$ cat config.mk
export PLATFORM = sky130hd
export DESIGN_NAME = avmm_pck_csr_responder_flat
export DESIGN_NICKNAME = d
export VERILOG_FILES = /design/src/rtl/avmm_pck_pkg.sv /design/src/rtl/avmm_pck_csr_responder_if.sv /design/src/rtl/avmm_pck_regfile.sv /design/src/rtl/avmm_pck_csr_responder.sv /design/src/flat_wrapper.sv
export SDC_FILE = /design/constraint.sdc
export NUM_CORES = 2
export LEC_CHECK = 0
export CORE_UTILIZATION = 60
export CTS_BUF_LIST = sky130_fd_sc_hd__clkbuf_4
export DETAILED_ROUTE_END_ITERATION = 8
export PLACE_DENSITY = 0.77
export SKIP_LAST_GASP = 1
export SLEW_MARGIN = 10
export SYNTH_ARGS = -nofsm -noshare
export SYNTH_HDL_FRONTEND = slang
export SYNTH_SLANG_ARGS = --single-unit
$ cat constraint.sdc
create_clock -name clk -period 5.9 [get_ports clk]
set_input_delay 0.59 -clock clk [delete_from_list [all_inputs] [get_ports clk]]
set_output_delay 0.59 -clock clk [all_outputs]
set_load 0.01 [all_outputs]
$ cat src/rtl/avmm_pck_pkg.sv
// avmm_pck_pkg: field layout, response codes and FSM states shared by both ends of the packed AVMM link
package avmm_pck_pkg;
  localparam int TX_WR = 0;
  localparam int TX_RD = 1;
  localparam int TX_BE_LSB = 2;
  localparam int BE_W = 8;
  localparam int TX_ADDR_LSB = 10;
  localparam int RX_VALID = 0;
  localparam int RX_RESP_LSB = 1;
  localparam int RX_DATA_LSB = 3;
  localparam logic [1:0] RESP_OKAY = 2'b00;
  localparam logic [1:0] RESP_SLVERR = 2'b10;
  typedef enum logic {ST_INIT, ST_READY} state_t;
  function automatic int tx_width(int addr_w, int data_w);
    return 2 + data_w / 8 + addr_w + data_w;
  endfunction
endpackage

$ cat src/rtl/avmm_pck_csr_responder_if.sv
// avmm_pck_csr_responder_if: packed Tx command, packed Rx response and link status
interface avmm_pck_csr_responder_if
  import avmm_pck_pkg::*;
#(
  parameter int ADDR_W = 16,
  parameter int DATA_W = 64
);
  logic [tx_width(ADDR_W, DATA_W)-1:0] pck_tx;
  logic                                waitrequest;
  logic [DATA_W+2:0]                   pck_rx;
  logic                                init_done;
  modport master(output pck_tx, input waitrequest, pck_rx, init_done);
  modport slave(input pck_tx, output waitrequest, pck_rx, init_done);
endinterface

$ cat src/rtl/avmm_pck_regfile.sv
// avmm_pck_regfile: byte-enabled CSR array, one write port with init-clear override, one registered read port
module avmm_pck_regfile #(
  parameter int NUM_REGS = 32,
  parameter int IDX_W = $clog2(NUM_REGS)
) (
  input  logic             clk,
  input  logic             init,
  input  logic [IDX_W-1:0] clr_idx,
  input  logic             we,
  input  logic [IDX_W-1:0] widx,
  input  logic [7:0]       be,
  input  logic [63:0]      wdata,
  input  logic [IDX_W-1:0] ridx,
  output logic [63:0]      rdata
);
  logic [63:0]      mem [NUM_REGS];
  logic             wen;
  logic [IDX_W-1:0] wa;
  logic [7:0]       wbe;
  logic [63:0]      wd;
  always_comb begin
    wen = init | we;
    wa  = init ? clr_idx : widx;
    wbe = init ? 8'hFF : be;
    wd  = init ? '0 : wdata;
  end
  // No reset on contents so the array maps onto RAM
  always_ff @(posedge clk) begin
    for (int i = 0; i < 8; i++)
      if (wen && wbe[i]) mem[wa][i*8 +: 8] <= wd[i*8 +: 8];
    rdata <= mem[ridx];
  end
endmodule

$ cat src/rtl/avmm_pck_csr_responder.sv
// avmm_pck_csr_responder: terminating CSR responder on the packed AVMM link,
// clears its register file after reset, then serves reads with a fixed latency of two.
module avmm_pck_csr_responder
  import avmm_pck_pkg::*;
#(
  parameter int                ADDR_W   = 16,
  parameter int                DATA_W   = 64,
  parameter int                NUM_REGS = 32,
  parameter logic [DATA_W-1:0] ID_VALUE = '0
) (
  input logic                    clk,
  input logic                    rst_n,
  avmm_pck_csr_responder_if.slave bus
);
  localparam int IDX_W = $clog2(NUM_REGS);
  state_t            state, state_nx;
  logic [IDX_W-1:0]  clr_idx, idx1;
  logic [ADDR_W-1:0] addr, word;
  logic              wr, rd, acc, in_range, is_id, we;
  logic              v1, err1, id1, v2, err2, id2;
  logic [DATA_W-1:0] rdata;
  logic [DATA_W+2:0] rx_d;
  always_comb begin
    wr       = bus.pck_tx[TX_WR];
    rd       = bus.pck_tx[TX_RD];
    addr     = bus.pck_tx[TX_ADDR_LSB +: ADDR_W];
    word     = addr >> 3;
    in_range = (word >> IDX_W) == '0;
    is_id    = word == '0;
    acc      = (wr | rd) & ~bus.waitrequest;
    // read+write together is an erroring read, so it never writes
    we       = acc & wr & ~rd & in_range & ~is_id;
    state_nx = (state == ST_INIT && clr_idx == IDX_W'(NUM_REGS - 1)) ? ST_READY : state;
    rx_d     = '0;
    rx_d[RX_VALID] = v2;
    rx_d[RX_RESP_LSB +: 2] = (v2 && err2) ? RESP_SLVERR : RESP_OKAY;
    rx_d[RX_DATA_LSB +: DATA_W] = (!v2 || err2) ? '0 : id2 ? ID_VALUE : rdata;
  end
  always_ff @(posedge clk or negedge rst_n) begin
    if (!rst_n) begin
      state           <= ST_INIT;
      clr_idx         <= '0;
      bus.waitrequest <= 1'b1;
      bus.init_done   <= 1'b0;
      v1              <= 1'b0;
      err1            <= 1'b0;
      id1             <= 1'b0;
      idx1            <= '0;
      v2              <= 1'b0;
      err2            <= 1'b0;
      id2             <= 1'b0;
      bus.pck_rx      <= '0;
    end else begin
      state           <= state_nx;
      clr_idx         <= (state == ST_INIT) ? clr_idx + 1'b1 : clr_idx;
      bus.waitrequest <= state != ST_READY;
      bus.init_done   <= state == ST_READY;
      v1              <= acc & rd;
      err1            <= wr | ~in_range;
      id1             <= is_id;
      idx1            <= word[IDX_W-1:0];
      v2              <= v1;
      err2            <= err1;
      id2             <= id1;
      bus.pck_rx      <= rx_d;
    end
  end
  avmm_pck_regfile #(.NUM_REGS(NUM_REGS)) u_regfile (
    .clk    (clk),
    .init   (state == ST_INIT),
    .clr_idx(clr_idx),
    .we     (we),
    .widx   (word[IDX_W-1:0]),
    .be     (bus.pck_tx[TX_BE_LSB +: BE_W]),
    .wdata  (bus.pck_tx[TX_ADDR_LSB + ADDR_W +: DATA_W]),
    .ridx   (idx1),
    .rdata  (rdata)
  );
endmodule

$ cat src/flat_wrapper.sv
// flat-port wrapper written by rule: the top's interface ports become plain ports
module avmm_pck_csr_responder_flat import avmm_pck_pkg::*;
#(
  parameter int                ADDR_W   = 16,
  parameter int                DATA_W   = 64,
  parameter int                NUM_REGS = 32,
  parameter logic [DATA_W-1:0] ID_VALUE = '0
)
  (clk, rst_n, bus_pck_tx, bus_waitrequest, bus_pck_rx, bus_init_done);
  avmm_pck_csr_responder_if #(.ADDR_W(ADDR_W), .DATA_W(DATA_W)) bus_i ();
  input logic clk;
  input logic rst_n;
  input wire logic [$bits(bus_i.pck_tx)-1:0] bus_pck_tx;
  output wire logic [$bits(bus_i.waitrequest)-1:0] bus_waitrequest;
  output wire logic [$bits(bus_i.pck_rx)-1:0] bus_pck_rx;
  output wire logic [$bits(bus_i.init_done)-1:0] bus_init_done;
  assign bus_i.pck_tx = bus_pck_tx;
  assign bus_waitrequest = bus_i.waitrequest;
  assign bus_pck_rx = bus_i.pck_rx;
  assign bus_init_done = bus_i.init_done;
  avmm_pck_csr_responder #(.ADDR_W(ADDR_W), .DATA_W(DATA_W), .NUM_REGS(NUM_REGS), .ID_VALUE(ID_VALUE)) u_core (.clk(clk), .rst_n(rst_n), .bus(bus_i));
endmodule
### Yosys cells after proc, flatten, opt, wreduce, memory -nomap -nowiden

Memory sizes are Yosys's and may differ from the RTL's. A register that Yosys moved wholly into a read port is not among the register bits.
Cells that the tools add are included.

* bits of input ports: 92
* memories: 1
* memory bits (writable): 2048
* flip-flop bits (word level): 86
* output and inout bits: 69
* logic and storage cells: 65

* equal/unequal tests: 1
* muxes and demuxes: 22
* reductions and logical operators: 14
* bitwise operators: 14
* $add $sub $neg: 1

Memories
* u_core.u_regfile.mem: depth 32, width 64, read ports 1, clocked after Yosys merged registers in 1, wr ports 1, RTL line avmm_pck_regfile.sv:16 `logic [63:0] mem [NUM_REGS];`

Operators by type and width (count)
* 64-bit two-way mux: 3
* 16-bit logical NOT: 2
* 1-bit two-way mux: 16
* 1-bit logical AND: 10
* 8-bit two-way mux: 1
* 1-bit AND: 6
* 5-bit by 1-bit adder with 5-bit output (second input constant): 1
* 5-bit equality test (second input constant): 1
* 5-bit two-way mux: 1
* 1-bit inverter: 5
* 1-bit bitwise OR: 3
* 2-bit two-way mux: 1
* 1-bit logical NOT: 1
* 1-bit logical OR: 1

### Longest topological paths before layout

* depth in word-level cells: 10
* gate-level depth with buffers: 9
* mapped depth without buffers: 4

### By module

Synthesis repeated with hierarchy kept, for this count alone.

* cells, all modules: 3655
* area total of the unflattened synthesis: 83430.0 µm²

Modules (own cells, without submodules)
* avmm_pck_regfile: instances 1, area an instance 80602.3 µm², sequential area each 62780.2 µm², cells an instance 3473
* avmm_pck_csr_responder: instances 1, area an instance 2827.7 µm², sequential area each 2128.3 µm², cells an instance 182

### Worst setup path after synthesis

No wires, ideal clock.

* kind: input -> register
* from: in bus_pck_tx[23]
* to: mem u_core.u_regfile.mem[23][56] (enable)
* library setup time: 371 ps
* required time: 5529 ps
* stages: 6
* data arrival time: 2567 ps
* path buffers: 2
* path slack: 2962 ps
* cells stage by stage: or4_1 -> nor4b_4 -> a31oi_1 -> clkbuf_1 -> clkbuf_1 -> nor2_1

* word-level cells in the longest chain between the ends: 7
* elaborated cells on any way between the ends: 9
* those cells by class: mux (2); bitwise (4); reduce/logical (3)

Ends and longest elaborated chain
* start, declared: RTL line flat_wrapper.sv:13 `input wire logic [$bits(bus_i.pck_tx)-1:0] bus_pck_tx;`
* 16-bit logical NOT, on equally long branches: RTL line avmm_pck_csr_responder.sv:28, avmm_pck_csr_responder.sv:29
* 1-bit AND / 1-bit inverter (equally long branches): RTL line avmm_pck_csr_responder.sv:32 `we = acc & wr & ~rd & in_range & ~is_id;`
* 1-bit AND *: RTL line avmm_pck_csr_responder.sv:32
* 1-bit bitwise OR *: RTL line avmm_pck_regfile.sv:22 `wen = init | we;`
* 1-bit logical AND *: RTL line avmm_pck_regfile.sv:30 `if (wen && wbe[i]) mem[wa][i*8 +: 8] <= wd[i*8 +: 8];`
* 1-bit two-way mux *: RTL line avmm_pck_regfile.sv:30
* 1-bit two-way mux (implied by the code) *: RTL line avmm_pck_regfile.sv:30
* end, declared: RTL line avmm_pck_regfile.sv:16

Mark *: on every way between the ends. The rest lies on a longest branch, timed or not.

### Worst setup path after layout

* from: reg u_core.state
* to: mem u_core.u_regfile.mem[13][48] (enable)

* word-level cells in the longest chain between the ends: 5
* elaborated cells on any way between the ends: 7
* those cells by class: mux (4); bitwise (2); reduce/logical (1)

Ends and longest elaborated chain
* start, declared: RTL line avmm_pck_csr_responder.sv:16 `state_t state, state_nx;`
* start signal, assigned: RTL line avmm_pck_csr_responder.sv:54 `state <= state_nx;`
* 1-bit inverter: RTL line avmm_pck_csr_responder.sv:70 `.init (state == ST_INIT),`
* 1-bit bitwise OR: RTL line avmm_pck_regfile.sv:22
* 1-bit logical AND: RTL line avmm_pck_regfile.sv:30
* 1-bit two-way mux: RTL line avmm_pck_regfile.sv:30
* 1-bit two-way mux (implied by the code): RTL line avmm_pck_regfile.sv:30

Parallel ways exist; a longest one is shown, timed or not.

==> flow_summary.yaml <==
synthesis:
  synth-main-ff-cell: "edfxtp_1"
  synth_nets: 3880
  ys_seq_area_share_pct: 79.2
  yosys_warnings: 0
  synth_cell_types: 43
  ys_async_sr_fraction_pct: 3.87
  synth_area_mm2: 0.0819
  avgSynthCellArea_um2: 21.6
  synth_seq_cells: 2197
  synth_edf_count: 2048
  synthCells: 3786
worst_setup_path:
  worst_setup_path_end_kind: "register"
  r2r-start: "u_core.state"
  rr_worst_depth: 4
  reg2reg_slack_ns: 1.20
  critPathMaxStageDelay_ns: 1.01
  critical_path.max_fanout: 49
  worstSetupPathType: "register to register"
  crit_buf_inv: 1
  cp-start-kind: "register"
  cp_slowest_cell: "nand2_1"
  cp.required_ns: 6.77
  crit_family: "simple AND/OR/NAND/NOR gates"
  critPathArrivalTime_ns: 5.57
  timing.rr.end: "u_core.u_regfile.mem[13][48]"
  crit_chain: "inv_1 > o32ai_1 > nand2_1 > nor2_1"
final_layout:
  layout_commonest_cell: "edfxtp_1"
  nNetsFinal: 4473
  multi_input_area_mm2: 0.0162
  fin_util_pct: 68.4
  final_cells: 6569
  seq_area_mm2: 0.0649
  area_growth_pct: 13.2
  nFillCells: 8284
  final_cell_mix: "edfxtp_1, clkbuf_4, mux4_2"
  drive_gt1_share_pct: 30.9
placed_design:
  dpl_worst_slack_ns: 1.41
  dpl.hpwl_um: 119000
  dp_cells: 5592
  routabilityCongestion: 0.839
  io_buffer_count: 156
timing:
  max-slew-margin-rel_pct: 9.95
  rsz0062_at_grt: "false"
  max_freq_ghz: 0.213
  finalClockSkew_ns: 0.0771
  worst_slack_ns: 1.20
  setup_viol: 0
  period_share_pct: 79.7
  fin_crit_ns: 4.70
  slew_violations: 0
  tightest_slew_ns: 1.35
  tns_ns: 0
  hold_viol: 0
clock_network:
  clockBufferDepth: 4
  cts_setup_buffers: 0
  path_clk_slew_ns: 0.08
  cts_tree: "built"
  clock_latency_ns: 1.30
  cts.htree.levels: 6
  cts_sinks: 2197
  root_buffer: "clkbuf_4"
  cts-buffers-inserted: 552
drt:
  wire_per_inst_um: 30.6
  route.detailed.drc: 0
  num_vias: 42772
  vias_per_cell: 6.51
  first_pass_iters: 8
  drtIter0Drc: 5904
  ant_nets: 0
  wl_um: 201000
die:
  initial_core_util_pct: 60.5
  io_pins: 161
  die_area_mm2: 0.138
  die_h_um: 371
  die_w_um: 371
  rows: 135
  core_area_mm2: 0.135
worst_hold_path:
  holdPathEnd: "u_core.u_regfile.mem[10][28]"
  hp-start: "bus_pck_tx[54]"
  min_path_cells: 3
  hp-class: "input port to register"
global_route:
  antenna_found_initial: 10
  gr-usage-all-layers_pct: 29.7
  grt-ovfl-total: 0
  grt_first_pass_wirelength_um: 288000
  grt_pass1_vias: 43558
  grt_start_max_net_pins: 147
power:
  vdd_drop_max_uv: 245
  cell_internal_pwr_mw: 24.1
  power_density_mw_per_mm2: 333
  power.leakage_nw: 29.8
  seqPwrFrac_pct: 55.5
  switching_share_pct: 21.8
  clkPwrFrac_pct: 40.4
  p_comb_share_pct: 4.1
  p_sw_mw: 6.72
status:
  status: "finished, final reports clean"
flow_run:
  maxCapViolCount: 0
synth_stat cells (5+ instances only):
cell	number	share of area, %
dfxtp_1	64	1.6
mux2i_1	35	0.43
a22oi_1	13	0.12
nor4_1	53	0.40
nand2b_1	5	0.038
a211oi_1	12	0.11
a21oi_1	16	0.098
and2_1	130	0.99
edfxtp_1	2048	75
o22ai_1	230	1.8
buf_1	25	0.11
a31oi_1	10	0.076
o221ai_1	11	0.12
nor2b_1	5	0.038
buf_2	55	0.34
dfrtp_1	84	2.6
mux4_2	495	14
nor2_1	264	1.2
clkbuf_1	137	0.63
nand3_1	23	0.14
nand2_1	27	0.12
worst max-delay path by stage:
stage	start	endpoint	slack, ns	cells past startpoint
finish	u_core.state	u_core.u_regfile.mem[13][48]	1.20	4
global route	u_core.state	u_core.u_regfile.mem[13][51]	1.06	4
CTS	u_core.state	u_core.u_regfile.mem[13][51]	1.36	4
detailed placement	u_core.state	u_core.u_regfile.mem[13][3]	1.41	4
global placement	u_core.state	u_core.u_regfile.mem[13][46]	1.57	4
floorplan	bus_pck_tx[23]	u_core.u_regfile.mem[23][56]	2.96	6
power by group through the flow:
stage                     sequential (mW)  clock, mW  combinational [mW]
after floorplan                      17.4          0               0.748
after global placement               17.5          0                1.23
after detailed placement             17.5          0                1.26
after CTS                            17.1       12.6                1.27
after global routing                 17.1       13.4                1.33
final                                17.1       12.5                1.28
worst min-delay path, delay by kind of cell:
family / cells / cell delay [ns]
AND/OR/NAND/NOR: 1 / 0.15
buffers and inverters: 2 / 0.62
state kept, by name (all words and copies together) (netlist names), 5 cells and up:
signal / count
u_core.u_regfile.mem: 2048
u_core.bus.pck_rx: 66
u_core.u_regfile.rdata: 64
u_core.clr_idx: 5
u_core.idx1: 5
metal layers:
metal / track usage [%] / up-vias / wire length, µm
met5: 1.19 / - / 276
met3: 9.33 / 423 / 25500
li1: - / 17353 / -
met2: 45.3 / 3079 / 96800
met4: 12.5 / 8 / 6590
met1: 40.0 / 21909 / 71700
metrics by stage:
stage | hold slack (ns) | cell area, µm² | power [mW]
floorplan | 0.294 | 81900 | 18.2
global placement | 0.332 | 85700 | 18.7
detailed placement | 0.340 | 85700 | 18.7
CTS | 0.140 | 92600 | 31.0
global route | 0.182 | 92700 | 31.9
finish | 0.262 | 92700 | 30.9
area by class of cell:
type                    count  area share [%]
flip-flops and latches   2197            70.0
diodes                     20          0.0540
clock inverters           146           0.869
clock buffers             797            6.45
multi-input cells        1368            17.5
inverters                   3          0.0121
well taps                1781            2.40
repair buffers            257            2.68
timing repair:
action	4_1_cts	5_1_grt
resized for setup	0	0
hold buffers	13	0
endpoints found under the hold margin	41	0
kinds of logic (layout without fill, tap and decap cells):
| group | Yosys count | in the layout | share of synthesized area (%) |
|---|---|---|---|
| compound gates | 298 | 298 | 2.34 |
| xor+xnor | 3 | 3 | 0.0321 |
| fa+ha+maj | 2 | 2 | 0.0305 |
| buf+inv | 221 | 1203 | 1.10 |
| flops | 2197 | 2197 | 79.2 |
| mux | 534 | 534 | 14.1 |
| other cells | 1 | 21 | 0.00458 |
| simple gates | 530 | 530 | 3.16 |
Power figures use the tool's default switching activity.
